## src/rtl/regfile_write_arbiter_pkg.sv

```systemverilog
// ---------------------------------------------------------------------------
// regfile_write_arbiter_pkg
//   Types and default widths shared by the register-file write arbiter,
//   its bus interface and its round-robin sub-module.
//   Contents:
//     RF_DATA_WIDTH / RF_REG_NUM_WIDTH / RF_REG_FILE_SIZE  default sizes
//     DataPath, RegNumPath                                 datapath types
//     ArbStatePath                                         arbiter FSM states
//     RegWriteReq                                          one write request
// ---------------------------------------------------------------------------
package regfile_write_arbiter_pkg;

  localparam int RF_DATA_WIDTH    = 32;
  localparam int RF_REG_NUM_WIDTH = 5;
  localparam int RF_REG_FILE_SIZE = 32;

  typedef logic [RF_DATA_WIDTH-1:0]    DataPath;
  typedef logic [RF_REG_NUM_WIDTH-1:0] RegNumPath;

  // ARB_INIT: zero sweep of registers 1..REG_FILE_SIZE-1
  // ARB_RUN : normal round-robin arbitration, terminal until reset
  typedef enum logic {
    ARB_INIT = 1'b0,
    ARB_RUN  = 1'b1
  } ArbStatePath;

  typedef struct packed {
    logic      valid;
    RegNumPath num;
    DataPath   data;
  } RegWriteReq;

endpackage : regfile_write_arbiter_pkg

```

## src/rtl/regfile_write_arbiter_if.sv

```systemverilog
// ---------------------------------------------------------------------------
// regfile_write_arbiter_if
//   Bus between the writeback producers, the arbiter and the register file
//   write port.
//   Signals:
//     hold      1 = grant nothing this cycle
//     reqValid  per-requester write request
//     reqReady  one-hot grant (valid && ready completes the handshake)
//     reqData   per-requester write data
//     reqNum    per-requester destination register
//     wrData / wrNum / wrEnable   registered register-file write port
//   Modports:
//     master  producer / register-file side (drives requests)
//     slave   arbiter side (drives grants and the write port)
// ---------------------------------------------------------------------------
interface regfile_write_arbiter_if #(
  parameter int NUM_REQ       = 3,
  parameter int DATA_WIDTH    = 32,
  parameter int REG_NUM_WIDTH = 5
);

  logic                     hold;
  logic [NUM_REQ-1:0]       reqValid;
  logic [NUM_REQ-1:0]       reqReady;
  logic [DATA_WIDTH-1:0]    reqData [NUM_REQ];
  logic [REG_NUM_WIDTH-1:0] reqNum  [NUM_REQ];
  logic [DATA_WIDTH-1:0]    wrData;
  logic [REG_NUM_WIDTH-1:0] wrNum;
  logic                     wrEnable;

  modport master (
    output hold,
    output reqValid,
    input  reqReady,
    output reqData,
    output reqNum,
    input  wrData,
    input  wrNum,
    input  wrEnable
  );

  modport slave (
    input  hold,
    input  reqValid,
    output reqReady,
    input  reqData,
    input  reqNum,
    output wrData,
    output wrNum,
    output wrEnable
  );

endinterface : regfile_write_arbiter_if

```

## src/rtl/regfile_write_arbiter_round_robin_arbiter.sv

```systemverilog
// ---------------------------------------------------------------------------
// round_robin_arbiter
//   Purely combinational round-robin picker. Starting at ptr and wrapping
//   upward, the first asserted request wins. The caller owns the pointer.
//   Ports:
//     req         in   NUM_REQ   request vector
//     ptr         in   IDX_W     highest-priority index this cycle
//     grant       out  NUM_REQ   one-hot grant (all 0 when no request)
//     grant_idx   out  IDX_W     index of the granted request
//     grant_valid out  1         1 when some request was granted
// ---------------------------------------------------------------------------
module round_robin_arbiter
  import regfile_write_arbiter_pkg::*;
#(
  parameter int NUM_REQ = 3,
  parameter int IDX_W   = $clog2(NUM_REQ)
) (
  input  logic [NUM_REQ-1:0] req,
  input  logic [IDX_W-1:0]   ptr,
  output logic [NUM_REQ-1:0] grant,
  output logic [IDX_W-1:0]   grant_idx,
  output logic               grant_valid
);

  // One extra bit so ptr + offset never overflows before the wrap.
  logic [IDX_W:0]   sum;
  logic [IDX_W-1:0] idx;

  always_comb begin
    grant       = '0;
    grant_idx   = '0;
    grant_valid = 1'b0;
    sum         = '0;
    idx         = '0;
    for (int k = 0; k < NUM_REQ; k++) begin
      sum = {1'b0, ptr} + (IDX_W+1)'(k);
      if (sum >= (IDX_W+1)'(NUM_REQ)) begin
        sum = sum - (IDX_W+1)'(NUM_REQ);
      end
      idx = sum[IDX_W-1:0];
      if (!grant_valid && req[idx]) begin
        grant_valid = 1'b1;
        grant[idx]  = 1'b1;
        grant_idx   = idx;
      end
    end
  end

endmodule : round_robin_arbiter

```

## src/rtl/regfile_write_arbiter.sv

```systemverilog
// ---------------------------------------------------------------------------
// regfile_write_arbiter
//   Shares the register file's single write port between NUM_REQ result
//   producers with round-robin arbitration. The write port is driven from a
//   registered stage, so a write lands one cycle after its grant.
//   Optional feature (macro REGFILE_WRITE_ARBITER_INIT_SWEEP_EN): after reset
//   an INIT state writes zero to registers 1..REG_FILE_SIZE-1, since register
//   storage itself has no reset. Without the macro, reset goes straight to
//   RUN and no sweep counter exists.
//   Ports:
//     clk       in   1        clock, rising edge
//     rst_n     in   1        synchronous active-low reset
//     bus       slave modport of regfile_write_arbiter_if (requests + write port)
//     initDone  out  1        1 while in RUN
//     grantIdx  out  IDX_W    index of the last accepted requester
// ---------------------------------------------------------------------------
module regfile_write_arbiter
  import regfile_write_arbiter_pkg::*;
#(
  parameter int NUM_REQ       = 3,
  parameter int DATA_WIDTH    = RF_DATA_WIDTH,
  parameter int REG_NUM_WIDTH = RF_REG_NUM_WIDTH,
  parameter int REG_FILE_SIZE = RF_REG_FILE_SIZE
) (
  input  logic                       clk,
  input  logic                       rst_n,
  regfile_write_arbiter_if.slave     bus,
  output logic                       initDone,
  output logic [$clog2(NUM_REQ)-1:0] grantIdx
);

  localparam int IDX_W = $clog2(NUM_REQ);

  // Elaboration-time sanity checks on the configuration.
  if (NUM_REQ < 2 || NUM_REQ > 8) begin : g_bad_num_req
    $error("regfile_write_arbiter: NUM_REQ must be 2..8");
  end
  if (REG_FILE_SIZE < 2 || REG_FILE_SIZE > (1 << REG_NUM_WIDTH)) begin : g_bad_rf_size
    $error("regfile_write_arbiter: REG_FILE_SIZE does not fit REG_NUM_WIDTH");
  end

  ArbStatePath              state_q, state_d;
  logic [IDX_W-1:0]         ptr_q, ptr_d;
  logic                     wr_en_q, wr_en_d;
  logic [REG_NUM_WIDTH-1:0] wr_num_q, wr_num_d;
  logic [DATA_WIDTH-1:0]    wr_data_q, wr_data_d;
  logic [IDX_W-1:0]         grant_idx_q, grant_idx_d;

`ifdef REGFILE_WRITE_ARBITER_INIT_SWEEP_EN
  logic [REG_NUM_WIDTH-1:0] cnt_q, cnt_d;
`endif

  logic [NUM_REQ-1:0] rr_grant;
  logic [IDX_W-1:0]   rr_idx;
  logic               rr_valid;
  logic [NUM_REQ-1:0] req_ready;
  logic               init_done;

  round_robin_arbiter #(
    .NUM_REQ (NUM_REQ),
    .IDX_W   (IDX_W)
  ) u_rr (
    .req         (bus.reqValid),
    .ptr         (ptr_q),
    .grant       (rr_grant),
    .grant_idx   (rr_idx),
    .grant_valid (rr_valid)
  );

  always_comb begin
    state_d     = state_q;
    ptr_d       = ptr_q;
    wr_en_d     = 1'b0;
    wr_num_d    = wr_num_q;
    wr_data_d   = wr_data_q;
    grant_idx_d = grant_idx_q;
    req_ready   = '0;
    init_done   = 1'b0;
`ifdef REGFILE_WRITE_ARBITER_INIT_SWEEP_EN
    cnt_d       = cnt_q;
`endif

    case (state_q)
      ARB_INIT: begin
`ifdef REGFILE_WRITE_ARBITER_INIT_SWEEP_EN
        wr_en_d   = 1'b1;
        wr_num_d  = cnt_q;
        wr_data_d = '0;
        cnt_d     = cnt_q + 1'b1;
        // The last sweep write is presented during the first RUN cycle,
        // which is why a RUN grant that same cycle never collides with it.
        if (cnt_q == REG_NUM_WIDTH'(REG_FILE_SIZE - 1)) begin
          state_d = ARB_RUN;
        end
`else
        state_d = ARB_RUN;
`endif
      end

      ARB_RUN: begin
        init_done = 1'b1;
        if (!bus.hold && rr_valid) begin
          req_ready   = rr_grant;
          wr_num_d    = bus.reqNum[rr_idx];
          wr_data_d   = bus.reqData[rr_idx];
          grant_idx_d = rr_idx;
          // Register 0 is hard-wired zero: accept the handshake but drop
          // the write itself.
          wr_en_d     = (bus.reqNum[rr_idx] != '0);
          ptr_d       = (rr_idx == IDX_W'(NUM_REQ - 1)) ? '0 : rr_idx + 1'b1;
        end
      end

      default: begin
        state_d = ARB_RUN;
      end
    endcase
  end

  always_ff @(posedge clk) begin
    if (!rst_n) begin
`ifdef REGFILE_WRITE_ARBITER_INIT_SWEEP_EN
      state_q <= ARB_INIT;
      cnt_q   <= REG_NUM_WIDTH'(1);
`else
      state_q <= ARB_RUN;
`endif
      ptr_q       <= '0;
      wr_en_q     <= 1'b0;
      wr_num_q    <= '0;
      wr_data_q   <= '0;
      grant_idx_q <= '0;
    end else begin
`ifdef REGFILE_WRITE_ARBITER_INIT_SWEEP_EN
      cnt_q <= cnt_d;
`endif
      state_q     <= state_d;
      ptr_q       <= ptr_d;
      wr_en_q     <= wr_en_d;
      wr_num_q    <= wr_num_d;
      wr_data_q   <= wr_data_d;
      grant_idx_q <= grant_idx_d;
    end
  end

  assign bus.reqReady = req_ready;
  assign bus.wrEnable = wr_en_q;
  assign bus.wrNum    = wr_num_q;
  assign bus.wrData   = wr_data_q;
  assign initDone     = init_done;
  assign grantIdx     = grant_idx_q;

endmodule : regfile_write_arbiter

```

## src/flat_wrapper.sv

```systemverilog
// flat-port wrapper written by rule: the top's interface ports become plain ports
module regfile_write_arbiter_flat import regfile_write_arbiter_pkg::*;
#(
  parameter int NUM_REQ       = 3,
  parameter int DATA_WIDTH    = RF_DATA_WIDTH,
  parameter int REG_NUM_WIDTH = RF_REG_NUM_WIDTH,
  parameter int REG_FILE_SIZE = RF_REG_FILE_SIZE
)
  (clk, rst_n, initDone, grantIdx, bus_hold, bus_reqValid, bus_reqReady, bus_reqData, bus_reqNum, bus_wrData, bus_wrNum, bus_wrEnable);
  regfile_write_arbiter_if #(.NUM_REQ(NUM_REQ), .DATA_WIDTH(DATA_WIDTH), .REG_NUM_WIDTH(REG_NUM_WIDTH)) bus_i ();
  input  logic clk;
  input  logic rst_n;
  output logic initDone;
  output logic [$clog2(NUM_REQ)-1:0] grantIdx;
  input wire logic [$bits(bus_i.hold)-1:0] bus_hold;
  input wire logic [$bits(bus_i.reqValid)-1:0] bus_reqValid;
  output wire logic [$bits(bus_i.reqReady)-1:0] bus_reqReady;
  input wire logic [$bits(bus_i.reqData)-1:0] bus_reqData;
  input wire logic [$bits(bus_i.reqNum)-1:0] bus_reqNum;
  output wire logic [$bits(bus_i.wrData)-1:0] bus_wrData;
  output wire logic [$bits(bus_i.wrNum)-1:0] bus_wrNum;
  output wire logic [$bits(bus_i.wrEnable)-1:0] bus_wrEnable;
  assign bus_i.hold = bus_hold;
  assign bus_i.reqValid = bus_reqValid;
  assign bus_reqReady = bus_i.reqReady;
  assign bus_i.reqData = {>>{bus_reqData}};
  assign bus_i.reqNum = {>>{bus_reqNum}};
  assign bus_wrData = bus_i.wrData;
  assign bus_wrNum = bus_i.wrNum;
  assign bus_wrEnable = bus_i.wrEnable;
  regfile_write_arbiter #(.NUM_REQ(NUM_REQ), .DATA_WIDTH(DATA_WIDTH), .REG_NUM_WIDTH(REG_NUM_WIDTH), .REG_FILE_SIZE(REG_FILE_SIZE)) u_core (.clk(clk), .rst_n(rst_n), .bus(bus_i), .initDone(initDone), .grantIdx(grantIdx));
endmodule
```

## config.mk

```make
export PLATFORM = sky130hd
export DESIGN_NAME = regfile_write_arbiter_flat
export DESIGN_NICKNAME = d
export VERILOG_FILES = /design/src/rtl/regfile_write_arbiter_pkg.sv /design/src/rtl/regfile_write_arbiter_if.sv /design/src/rtl/regfile_write_arbiter_round_robin_arbiter.sv /design/src/rtl/regfile_write_arbiter.sv /design/src/flat_wrapper.sv
export SDC_FILE = /design/constraint.sdc
export NUM_CORES = 1
export LEC_CHECK = 0
export ABC_AREA = 1
export CORE_ASPECT_RATIO = 0.75
export CORE_MARGIN = 8
export CORE_UTILIZATION = 43
export CTS_BUF_LIST = sky130_fd_sc_hd__clkbuf_8
export CTS_CLUSTER_SIZE = 30
export DETAILED_ROUTE_END_ITERATION = 10
export GPL_TIMING_DRIVEN = 0
export PLACE_DENSITY = 0.89
export SKIP_LAST_GASP = 1
export SLEW_MARGIN = 20
export SYNTH_ARGS = -nofsm -noshare
export SYNTH_HDL_FRONTEND = slang
export SYNTH_SLANG_ARGS = --single-unit
```

## constraint.sdc

```tcl
create_clock -name clk -period 3.21 [get_ports clk]
set_clock_uncertainty 0.05 [all_clocks]
set_input_delay 0.4815 -clock clk [delete_from_list [all_inputs] [get_ports clk]]
set_output_delay 0.4815 -clock clk [all_outputs]
set_load 0.03 [all_outputs]
```

Word-level counts from Yosys, hierarchy flattened
Cells that the tools add are included.

Add/subtract/negate cells: 6. Magnitude comparators: 10. Eq/ne operators: 1. Multiplexer cells: 32. Bitwise gates (word level): 3. Reductions and logical operators: 11.

Operators by type and width (count): binary-select mux 32 bit (select 2 bit) (1); 2-to-1 mux 32 bit (2); 2-to-1 mux 2 bit (7); 2-to-1 mux 3 bit (4); binary-select mux 5 bit (select 2 bit) (1); 2-to-1 mux 5 bit (2); less-than comparator 2 x 3 -> 1 bit, second input constant (3); 2-to-1 mux 1 bit (9); binary-select mux 1 bit (select 2 bit) (3); demux 1 bit (select 2 bit) (3); greater-or-equal comparator 2 x 1 -> 1 bit, second input constant (3); greater-or-equal comparator 3 x 2 -> 1 bit, second input constant (2); logical AND 1 bit (6); OR 3 bit (2); subtractor 2 bit, second input constant (3); nonzero test 5 bit (1); adder 2 x 1 -> 3 bit, second input constant (1); adder 2 x 2 -> 3 bit, second input constant (1); greater-or-equal comparator 3 bit, second input constant (1); logical NOT 1 bit (3); inverter 2 -> 3 bit (1); adder 2 x 1 -> 2 bit, second input constant (1); equality test 2 bit, second input constant (1); greater-or-equal comparator 2 bit, second input constant (1); AND reduction 2 bit (1).

Register bits: 42. Input bits: 117. Output and inout port bits: 44. Logic and storage cells: 68.

Depth between registers and ports, before layout
Gate-level depths: netlist of the first run.

Depth in word-level cells: 16. Gate-level depth with buffers: 17. Gate-level depth less buffers: 16.

Cells and area by module
A second synthesis of the first run with hierarchy kept.

Cells, all modules: 371. Area, all modules: 2397.3 um^2.

Modules (own cells, without submodules): regfile_write_arbiter (instances 1, cells each 307, area each 2064.5 um^2, sequential area each 840.8 um^2); round_robin_arbiter (instances 1, cells each 64, area each 332.8 um^2, sequential area each 0.0 um^2).

Least setup slack after synthesis of the first run
No wires, ideal clock.

Path kind: flip-flop to output port. Start: register u_core.ptr_q[0]. End: output port bus_reqReady[1]. Arrival: 2.102 ns. Data required time: 2.678 ns. Slack: 0.577 ns. Cell stages (with the launch flop): 14. Buffers on the path: 2. Cells stage by stage: dfxtp_1 inv_1 ha_1 inv_2 nand2_1 nand3_1 nand2_1 nand2_1 inv_2 nand3_2 nand2_4 buf_6 buf_4 a21oi_1.

Cells in the longest elaborated chain, start to end: 13. Elaborated cells between the ends (all ways): 46. Those cells by class: add/sub: 5; order compare: 9; mux: 22; bitwise: 2; reduce/logical: 8.

RTL lines: start: declaration (line regfile_write_arbiter.sv:43) `logic [IDX_W-1:0] ptr_q, ptr_d;`; start signal: assignment (line regfile_write_arbiter.sv:138) `ptr_q <= ptr_d;`; parallel branches: the longest is 12 deep, another holds adder 2 x 1 -> 3 bit; 2-to-1 mux 3 bit * (line regfile_write_arbiter.sv:102) `if (!bus.hold && rr_valid) begin`; end: declaration (line flat_wrapper.sv:17) `output wire logic [$bits(bus_i.reqReady)-1:0] bus_reqReady;`.

Mark *: on every way between the ends. The select of a mux whose other input is x is not followed.

Worst setup path after layout of the first run
Start: register u_core.ptr_q[0]. End: output port bus_reqReady[2].

Same word-level chain as after synthesis.

==> impl_results.md, run 1 <==
- RSZ-0062 raised after global routing: false
- Antenna viol nets, final: 0
- DP Area: 4487 sq um
- Cell count after synthesis: approximately 430
- Delay-heaviest family, CP: buffers and inverters
- Most used cell, CP: nand2_1
- Core Util, Final: 0.7323
- DR WL/cell: about 18 um
- First-pass GRT wire length: 18,290 um
- Worst-margin pin slew: 550.1 ps
- Slowest stage delay, CP: about 360 ps
- Hold Buf Count CTS: 0
- TNS Setup: 0 ps
- DR iter-0 viols: roughly 230
- Gp weighted congestion: around 0.90
- Synthesized flop and latch total: 42
- Drt first pass iters: 5
- Crit Path Class: flip-flop to output port
- Final Hold Viols: 0
- Clock Pin Slew Worst Setup and Hold Paths: 90 ps
- Clock latency on the worst-skew pair: 300 ps
- Setup ws final: 145.5 ps
- Commonest cells after routing, fill and taps aside: clkdlybuf4s50_1, nand2_1, nor2_1
- Number of remaining DRC errors: 0
- Syn Std Cell Area: 2804 sq um
- Layout area overhead: 65.02%
- Worst setup EP type: output port
- Critical-path top delay cell: dfxtp_2
- Layout cells sized above 1: 0.1229
- WL final: 11,870 um
- Die W: around 110 um
- # Max-Cap Violations: 0
- Leak: 1.863 nW
- Crit-path max FO: 10
- IO Count: 161
- Fin cells: 675
- Fin nets: 714
- Clk sinks: between 40 and 50
- R2r setup slk: slightly above 800 ps
- Post-route clock period utilization: 0.9547
- Critical Path AT: 2530 ps
- Drt via density: 5.327
- Buf+Inv Stages, Crit Path: 6
- H-tree depth: 2
- Post-route cell area: 4627 sq um
- All-Layer GR Usage: 0.2435
- Post-CTS setup buffers: 0
- Synth warnings: 0
- Grt ovf: 0
- Core area: roughly 6300 sq um
- F_max: between 300 and 400 MHz
- Synthesized Nets: 549
- DP HPWL: 9129 um
- Outcome: finished, final reports clean
- Fin. max-slew vios: 0
- CTS tree: built
- Overall Power: ~4.3 mW
- CTS buffer count: 5
- Clock buffer depth: 2
- Ant. Diodes: 0
- Floorplan row count: 25
- Final setup viols: 0
- Worst Path Required: 2680 ps
- Slew margin rel.: 0.6333
- Number of port buffers: 158
- Vias in the first global route: 3,567
- Seq/Total Area, Yosys: 0.2999
- Clk root buf: clkbuf_8
- Commonest non-fill, non-tap cell in the layout: clkdlybuf4s50_1
- Fin crit period: about 3100 ps
- Vias: around 3,600
- Worst Hold Class: flip-flop to flip-flop
- Worst IR Drop VDD: 641.0 uV
- Die area: 9387 sq um
- Synthesized area per cell: 6.551 sq um
- Hold_ws: 440.7 ps
- Crit start category: flip-flop
- Synth cell types: 31
- Placed insts: 667
- Resized cells post-CTS: 9
- Die Ht: 85.93 um
- Initial Util: 0.4438
- DP Worst Slack: -248.4 ps
- Crit path cell chain: inv_1 > ha_2 > inv_2 > nand2_1 > nand3_1 > nand2_1 > nand2_1 > inv_2 > nand3_2 > nand2_4 > buf_6 > buf_4 > a21oi_1 > clkbuf_4
- Initial antenna violation count: 0
- Power Density: 928.6 nW/um^2
- Largest net degree at the start of global routing: 14
## power breakdown
| part | internal (mW) | switching, mW | total, mW |
|---|---|---|---|
| sequential | 0.690 | 0.0901 | 0.781 |
| clock | 0.332 | 0.196 | 0.528 |
| combinational | 1.11 | 1.88 | 2.99 |
## sequential cells by signal, indices dropped and copies added, names as in the netlist
name,flops
u_core.ptr_q,2
u_core.bus.wrData,32
u_core.bus.wrNum,5
u_core.grantIdx,2
u_core.bus.wrEnable,1
## worst paths after layout
kind | start | cells past startpoint | to
worst min register to register | u_core.ptr_q[0]$_SDFFE_PN0P_ | 2 | u_core.ptr_q[0]$_SDFFE_PN0P_
worst min-delay path | u_core.ptr_q[0]$_SDFFE_PN0P_ | 2 | u_core.ptr_q[0]$_SDFFE_PN0P_
worst max register to register | u_core.ptr_q[0]$_SDFFE_PN0P_ | 16 | u_core.bus.wrData[24]$_SDFFE_PN0P_
worst max-delay path | u_core.ptr_q[0]$_SDFFE_PN0P_ | 14 | bus_reqReady[2]
## area by class of cell
class	count	area, sq um
Sequential cell	42	842.1
Tap cell	81	101.3
Buffer	30	205.2
Inverter	26	97.59
Clock buffer	6	82.58
Timing Repair Buffer	158	1575
Fill cell	520	1692
Multi-Input combinational cell	330	1663
Clock inverter	2	60.06
## synth_stat cells (all sizes together)
master    n  share of area
nand2   139           0.20
o21ai    63           0.11
buf      29          0.072
a21oi     5         0.0089
nand3    19          0.041
o211ai    2         0.0054
o31ai    32           0.10
inv      26          0.035
dfxtp    42           0.30
nand3b    1         0.0027
nor3      1         0.0018
o32ai     1         0.0031
o22ai     1         0.0022
nand4     2         0.0067
nor2     56          0.078
ha        4          0.018
clkbuf    1         0.0013
conb      1         0.0013
a31oi     3         0.0067
## worst min-delay path, delay by kind of cell (launching register included)
kind | cells | cell delay [ps]
compound gates | 1 | 50
flops | 1 | 340
simple gates | 1 | 60
## per-layer routing
layer	wire, um	GRT usage	vias to the layer above	share of wire
met5	0	0	-	0
met1	4915	0.2929	1652	0.41
met4	136	0.05746	0	0.011
li1	-	-	1740	-
met2	5410	0.4079	190	0.46
met3	1404	0.08015	14	0.12
## cell families after synthesis
kind of cell | after synthesis | synth area share
compound gates | 107 | 0.2436
fa+ha+maj | 4 | 0.01785
other cells | 1 | 0.001337
flops | 42 | 0.2999
buf+inv | 56 | 0.1080
simple gates | 218 | 0.3293
No activity file was read; power rests on OpenSTA's default activity.
==> run 2, diff against run 1 <==
--- a/config.mk
+++ b/config.mk
@@ -5,10 +5,9 @@
 export SDC_FILE = /design/constraint.sdc
 export NUM_CORES = 1
 export LEC_CHECK = 0
-export ABC_AREA = 1
 export CORE_ASPECT_RATIO = 0.75
 export CORE_MARGIN = 8
-export CORE_UTILIZATION = 43
+export CORE_UTILIZATION = 45
 export CTS_BUF_LIST = sky130_fd_sc_hd__clkbuf_8
 export CTS_CLUSTER_SIZE = 30
 export DETAILED_ROUTE_END_ITERATION = 10
==> run 2 against run 1 <==
Against the previous run: area after synthesis is 15% higher; sequential power is 4.4% lower; synthesized cell count is 2.3% lower; worst setup slack worse by 42 ps; register-to-register slack worse by 540 ps; design area is 11% higher; power is 20% lower; cell count is 1.5% higher; critical endpoint is now bus_reqReady[1]; hold slack worse by 34 ps; count of clock-buffer cells in the layout is 2 higher.
==> impl_results.md, run 2 <==
- Post-route clock period utilization: 0.9676 (+0.01296)
- RSZ-0062 raised after global routing: false
- Gp weighted congestion: 0.9646 (+7.4%)
- Grt ovf: 0 (unchanged)
- Vias in the first global route: 4,041 (+13%)
- Placed insts: 675 (+1.2%)
- IO Count: 161 (unchanged)
- Crit start category: flip-flop
- Clk sinks: 42 (unchanged)
- Synth Area in Compound Gates: 0.4293 (+0.1857)
- Initial antenna violation count: 0 (unchanged)
- Ys flop type: dfxtp_1
- Number of remaining DRC errors: 0 (unchanged)
- H-tree depth: 2 (unchanged)
- Top post-synthesis cells by area: dfxtp_1, a21boi_1, a21boi_0
- Ant. Diodes: 0 (unchanged)
- Die W: 113.7 um (+4.1%)
- Initial Util: 0.4696 (+0.02580)
- Seq/Total Area, Yosys: 0.2609 (-0.03900)
- Worst Setup EP: bus_reqReady[1]
- DP HPWL: 10,120 um (+11%)
- TNS Setup: 0 ps (unchanged)
- Die area: 10,150 sq um (+8.2%)
- Slowest stage delay, CP: 380 ps (+20 ps)
- Number of port buffers: 159 (+0.63%)
- Layout area overhead: 58.73%
- Fin nets: 707 (-0.98%)
- Worst IR Drop VDD: 356.0 uV (-44%)
- Buf+Inv Stages, Crit Path: 4 (-2)
- Synthesized area per cell: 7.711 sq um (+18%)
- Worst-margin pin slew: 503.7 ps (-46.38 ps)
- DP Area: 4937 sq um (+10%)
- Final setup viols: 0 (unchanged)
- Power Density: 670.2 nW/um^2 (-28%)
- Post-Synth Adder-Cell Area: 0.01553 (-0.002321)
- F_max: 322.0 MHz (-1.3%)
- Met3 GRT Util: 0.06950 (-0.01065)
- Hold_ws: 406.9 ps (-33.86 ps)
- Clk root buf: clkbuf_8
- Fin crit period: 3106 ps (+41.59 ps)
- Layout cells sized above 1: 0.08859 (-0.03431)
- Antenna viol nets, final: 0 (unchanged)
- Fillers: 527 (+1.3%)
- Synth warnings: 0 (unchanged)
- Floorplan row count: 26 (+4.0%)
- GR peak layer: met2
- Commonest cells after routing, fill and taps aside: clkdlybuf4s50_1, nand2_1, dfxtp_1
- WL final: 13,170 um (+11%)
- # Max-Cap Violations: 0 (unchanged)
- Vias: 3,999 (+11%)
- GR Layer Usage met2: 0.4065 (-0.001382)
- FF/Latch Area: 842.1 sq um (unchanged)
- Drt first pass iters: 4 (-1)
- Drt via density: 5.838 (+9.6%)
- Synth top area share: 0.2609 (-0.03900)
- Setup ws final: 103.9 ps (-41.59 ps)
- R2R cell count: 10 (-6)
- Cell count after synthesis: 418 (-2.3%)
- Slew margin rel.: 0.6599 (+0.02666)
- Die Ht: 89.29 um (+3.9%)
- Mux contribution to synthesized area: 0.01553 (+0.01553)
- CTS buffer count: 5 (unchanged)
- DR WL/cell: 19.23 um (+9.4%)
- Leak: 2.030 nW (+9.0%)
- XOR/XNOR Fraction of Synth Area: 0 (unchanged)
- Syn Std Cell Area: 3223 sq um (+15%)
- Clock Pin Slew Worst Setup and Hold Paths: 80 ps (about the same)
- Crit Path Class: flip-flop to output port
- Critical R2R Launch: u_core.ptr_q[0]$_SDFFE_PN0P_
- Clock buffer depth: 2 (unchanged)
- First-pass GRT wire length: 20,220 um (+11%)
- Commonest non-fill, non-tap cell in the layout: clkdlybuf4s50_1
- Synthesized Nets: 539 (-1.8%)
- Outcome: finished, final reports clean
- R2r setup slk: 280 ps (-540 ps)
- Met1 Track Usage GR: 0.3078 (+0.01496)
- Final Hold Viols: 0 (unchanged)
- Worst setup EP type: output port
- EDFF count, synth: 0 (unchanged)
- Post-route cell area: 5116 sq um (+11%)
- Worst r2r dst: u_core.bus.wrData[2]$_SDFFE_PN0P_
- CTS tree: built
- Core area: 6864 sq um (+8.6%)
- Synth cell types: 45 (+45%)
- Max FFs per register: 32 (unchanged)
- Crit path cell chain: inv_1 > ha_1 > buf_2 > nor2_4 > a21oi_1 > a31oi_2 > clkbuf_8 > nand2_1 > a31oi_1 > clkdlybuf4s18_2
- Clock latency on the worst-skew pair: 290 ps (about the same)
- Synth Area in Simple Gates: 0.1603 (-0.1690)
- Synthesized flop and latch total: 42 (unchanged)
- DR iter-0 viols: 319 (+41%)
- Worst Path Required: 2680 ps (about the same)
- Multi-input gate area in the final layout: 2036 sq um (+22%)
- Critical-path top delay cell: dfxtp_2
- Largest family of logic cells by synthesized area: compound AO/OA/AOI/OAI gates
- Area leader, netlist: dfxtp_1
- DP Worst Slack: -608.7 ps (-360.2 ps)
- Crit path from: u_core.ptr_q[0]$_SDFFE_PN0P_
- Delay-heaviest family, CP: buffers and inverters
- Most common cell in the netlist: nand2_1
- Crit-path max FO: 10 (unchanged)
- Critical Path AT: 2570 ps (+40 ps)
- Fin cells: 685 (+1.5%)
- All-Layer GR Usage: 0.2475 (+0.003934)
- Synth cell count leaders: nand2_1, dfxtp_1, a21boi_1, inv_1
- Worst Hold Class: flip-flop to flip-flop
- Fin. max-slew vios: 0 (unchanged)
- Total stage count of the critical path: 10 (-4)
- Async SR Flop Fraction: 0 (unchanged)
- Largest net degree at the start of global routing: 20 (+6)
## run 2: where the power goes
group	switching [mW]	internal, mW	total [mW]
clock network	0.180	0.217	0.398
logic	1.36	0.927	2.28
registers	0.0819	0.665	0.747
## run 2: cell type report
class	count	share of cell area
buffer	47	0.04647
multi-input combinational	287	0.3979
clock buffer	8	0.02152
sequential	42	0.1646
timing repair buffer	163	0.3162
inverter	40	0.02935
tap	98	0.02397
## run 2: repair_timing
| action | in CTS | in global routing |
|---|---|---|
| gates resized for setup | 21 | 8 |
| setup buffers | 0 | 4 |
| hold buffers | 0 | 0 |
| pin swaps | 2 | 1 |
| endpoints found under the setup margin | 3 | 3 |
## run 2: routing by layer
layer  routed length, um  vias to the layer above
li1                    -                     1872
met2                6002                      236
met5                   0                        -
met3                1317                       24
met4                 236                        0
met1                5616                     1867
## run 2: kinds of logic (layout without fill, tap and decap cells)
| kind of cell | count (synthesis) | count (layout) |
|---|---|---|
| AND/OR/NAND/NOR | 103 | 103 |
| multiplexers | 4 | 4 |
| buffers and inverters | 89 | 258 |
| adder cells (fa/ha/maj) | 4 | 4 |
| flip-flops | 42 | 42 |
| other | 1 | 1 |
| AO/OA/AOI/OAI | 175 | 175 |
## run 2: worst min-delay path, stage by stage, from the launching register on
cell and delay, ps:
dfxtp_1 310, nand2_1 50, a21boi_1 50
## run 2: worst min path at each step
stage | startpoint | to | slack (ps) | cells after the start
finish | u_core.bus.wrData[12]$_SDFFE_PN0P_ | u_core.bus.wrData[12]$_SDFFE_PN0P_ | 410 | 2
global route | u_core.bus.wrData[28]$_SDFFE_PN0P_ | u_core.bus.wrData[28]$_SDFFE_PN0P_ | 420 | 2
CTS | u_core.bus.wrData[1]$_SDFFE_PN0P_ | u_core.bus.wrData[1]$_SDFFE_PN0P_ | 410 | 2
detailed placement | u_core.bus.wrData[1]$_SDFFE_PN0P_ | u_core.bus.wrData[1]$_SDFFE_PN0P_ | 400 | 2
global placement | u_core.bus.wrData[19]$_SDFFE_PN0P_ | u_core.bus.wrData[19]$_SDFFE_PN0P_ | 390 | 2
floorplan | u_core.ptr_q[1]$_SDFFE_PN0P_ | u_core.ptr_q[1]$_SDFFE_PN0P_ | 410 | 2
## run 2: stage by stage
stage	utilization	power, mW
2_1_floorplan	-	2.140
3_3_place_gp	0.7193	2.903
3_5_place_dp	0.7193	2.959
4_1_cts	0.7381	3.372
5_1_grt	0.7454	3.633
6_report	0.7454	3.429
==> run 3, diff against run 2 <==
--- a/config.mk
+++ b/config.mk
@@ -7,14 +7,15 @@
 export LEC_CHECK = 0
 export CORE_ASPECT_RATIO = 0.75
 export CORE_MARGIN = 8
-export CORE_UTILIZATION = 45
+export CORE_UTILIZATION = 41
 export CTS_BUF_LIST = sky130_fd_sc_hd__clkbuf_8
 export CTS_CLUSTER_SIZE = 30
 export DETAILED_ROUTE_END_ITERATION = 10
 export GPL_TIMING_DRIVEN = 0
-export PLACE_DENSITY = 0.89
+export PLACE_DENSITY = 0.88
 export SKIP_LAST_GASP = 1
 export SLEW_MARGIN = 20
 export SYNTH_ARGS = -nofsm -noshare
 export SYNTH_HDL_FRONTEND = slang
+export SYNTH_HIERARCHICAL = 1
 export SYNTH_SLANG_ARGS = --single-unit
==> run 3 against run 2 <==
Against the previous run: sequential power is 3.2% lower; design area down 15%; die area down 10%; sequential share of layout area rose by 2.8 points; hold slack gained 2.4 ps; non-clock buffer count decreased by 24; global-route usage fell by 4.8 points; wire length decreased by 29%; power fell by 13%; highest routed layer unchanged; clock power increased by 5.0%; count of clock-buffer cells in the layout decreased by 2.
==> impl_results.md, run 3 <==
- Syn Std Cell Area: 2582 sq um (-20%)
- All-Layer GR Usage: 0.1996 (-0.04788)
- Clock buffer depth: 2 (unchanged)
- Most common cell in the netlist: nand2_1
- Ys flop type: dfxtp_1
- Post-route clock period utilization: 0.9379 (-0.02971)
- Area leader, netlist: dfxtp_1
- Leak: 1.932 nW (-4.8%)
- Synth cell types: 37 (-18%)
- Die Ht: 84.73 um (-5.1%)
- Synth cell count leaders: nand2_1, dfxtp_1, mux2i_1, o211a_1, o211ai_1
- Gp weighted congestion: 0.8865 (-8.1%)
- Synth warnings: 6 (+6)
- Worst Path Required: 3330 ps (+650 ps)
- Grt ovf: 0 (unchanged)
- DP Area: 4265 sq um (-14%)
- Multi-input gate area in the final layout: 1560 sq um (-23%)
- RSZ-0062 raised after global routing: false
- # Max-Cap Violations: 0 (unchanged)
- Power Density: 680.9 nW/um^2 (+1.6%)
- Drt first pass iters: 4 (unchanged)
- H-tree depth: 2 (unchanged)
- Initial antenna violation count: 0 (unchanged)
- Clock Pin Slew Worst Setup and Hold Paths: 80 ps (about the same)
- FF/Latch Area: 842.1 sq um (unchanged)
- Floorplan row count: 25 (-3.8%)
- Worst Hold Class: flip-flop to flip-flop
- WHS Path Cells: 2 (unchanged)
- Synthesized flop and latch total: 42 (unchanged)
- Synth top area share: 0.3256 (+0.06471)
- First-pass GRT wire length: 14,850 um (-27%)
- Async SR Flop Fraction: 0 (unchanged)
- DP Worst Slack: -535.9 ps (+72.71 ps)
- Clk sinks: 42 (unchanged)
- F_max: 332.1 MHz (+3.2%)
- EDFF count, synth: 0 (unchanged)
- Slew margin rel.: 0.6639 (+0.004025)
- DR WL/cell: 17.90 um (-6.9%)
- Hold Buf Count CTS: 0 (unchanged)
- Setup ws final: 199.3 ps (+95.36 ps)
- Vias in the first global route: 2,959 (-27%)
- Ant. Diodes: 0 (unchanged)
- Post-route cell area: 4369 sq um (-15%)
- Core Util, Final: 0.7055 (-0.03990)
- Worst IR Drop VDD: 380.6 uV (+6.9%)
- Outcome: finished, final reports clean
- R2R cell count: 10 (unchanged)
- Crit Path Class: input pin to flip-flop
- Worst setup EP type: flip-flop
- TNS Setup: 0 ps (unchanged)
- Die W: 107.6 um (-5.4%)
- Synthesized area per cell: 9.190 sq um (+19%)
- Number of port buffers: 158 (-0.63%)
- Vias: 2,829 (-29%)
- DP HPWL: 7768 um (-23%)
- Synthesized Nets: 402 (-25%)
- Layout area overhead: 69.19%
- Core area: 6193 sq um (-9.8%)
- Cell count after synthesis: 281 (-33%)
- Final setup viols: 0 (unchanged)
- Clock latency on the worst-skew pair: 280 ps (about the same)
- Initial Util: 0.4170 (-0.05259)
- WL final: 9414 um (-29%)
- CTS buffer count: 5 (unchanged)
- Critical Path AT: 3130 ps (+560 ps)
- Fin crit period: 3011 ps (-95.36 ps)
- Fin cells: 526 (-23%)
- Layout cells sized above 1: 0.07416 (-0.01443)
- Die area: 9120 sq um (-10%)
- Fin. max-slew vios: 0 (unchanged)
- Top post-synthesis cells by area: dfxtp_1, mux2i_1, o211a_1
- Fin nets: 566 (-20%)
- IO Count: 161 (unchanged)
- CTS tree: built
- Overall Power: 2.975 mW (-13%)
- Commonest non-fill, non-tap cell in the layout: clkdlybuf4s50_1
- Antenna viol nets, final: 0 (unchanged)
- Final Hold Viols: 0 (unchanged)
- Seq/Total Area, Yosys: 0.3256 (+0.06471)
- DR iter-0 viols: 106 (-67%)
- Fillers: 501 (-4.9%)
- Commonest cells after routing, fill and taps aside: clkdlybuf4s50_1, nand2_1, dfxtp_1
- Drt via density: 5.378 (-7.9%)
- Hold_ws: 409.3 ps (+2.435 ps)
- Clk root buf: clkbuf_8
- Worst-margin pin slew: 504.1 ps (+0.3561 ps)
- Max FFs per register: 32 (unchanged)
- Crit-path max FO: 10 (unchanged)
- Largest net degree at the start of global routing: 18 (-10%)
- Number of remaining DRC errors: 0 (unchanged)
- Post-CTS setup buffers: 0 (unchanged)
- Crit start category: input pin
- Placed insts: 520 (-23%)
[run 3: changes by cell type in the layout (fill, tap and decap cells not counted), sizes merged, moves of 8 or more]
cell / delta
a21boi: -75
and3: -38
mux2i: +38
o311ai: -38
inv: -37
o211a: +37
clkbuf: -15
buf: -8
[run 3: repair_timing]
action                                  CTS  global route
resized for setup                         4             9
endpoints found under the setup margin    3            10
pin swaps                                 0             0
[run 3: final cells by class]
cell class,instances,share of cell area
plain buffers,28,0.04009
clock buffers,6,0.01890
clock inverters,1,0.006873
inverters,3,0.002577
multi-input cells,207,0.3571
flip-flops and latches,42,0.1927
well taps,81,0.02320
repair buffers,158,0.3585
[run 3: path summary, 6_finish.rpt]
kind	slack (ps)	end	start
worst max-delay path	200	u_core/bus.wrData[6]$_SDFFE_PN0P_	bus_reqValid[0]
worst min-delay path	410	u_core/grantIdx[0]$_SDFFE_PN0P_	u_core/grantIdx[0]$_SDFFE_PN0P_
worst max register to register	220	u_core/bus.wrData[6]$_SDFFE_PN0P_	u_core/ptr_q[0]$_SDFFE_PN0P_
worst min register to register	410	u_core/grantIdx[0]$_SDFFE_PN0P_	u_core/grantIdx[0]$_SDFFE_PN0P_
[run 3: power by group]
| part | total (mW) | internal, mW | switching [mW] |
|---|---|---|---|
| sequential | 0.723 | 0.655 | 0.0686 |
| clock | 0.418 | 0.249 | 0.169 |
| combinational | 1.83 | 0.838 | 0.996 |
[run 3: critical path, stage by stage]
cell and delay (ps):
clkdlybuf4s50_1 610, mux2i_2 120, o21ai_1 260, a21oi_1 110, o21ai_0 410, buf_2 330, buf_1 440, o211ai_1 190
o211a_1 170
[run 3: kinds of logic (layout without fill, tap and decap cells)]
kind of cell	after synthesis	after routing	share of synthesized area
DFF	42	42	0.3256
muxes	40	40	0.1599
and+or+nand+nor	69	69	0.1206
adders and majority gates	4	4	0.01938
other	1	1	0.001452
buffers and inverters	32	196	0.07267
AOI/OAI and AO/OA	93	93	0.3004
[run 3: per-layer routing]
metal | up-vias | routed length [um] | track usage | share of wire
li1 | 1363 | - | - | -
met1 | 1326 | 3802 | 0.2193 | 0.40
met2 | 130 | 4584 | 0.3545 | 0.49
met3 | 10 | 928 | 0.07651 | 0.099
met4 | 0 | 98 | 0.03894 | 0.010
met5 | - | 0 | 0 | 0
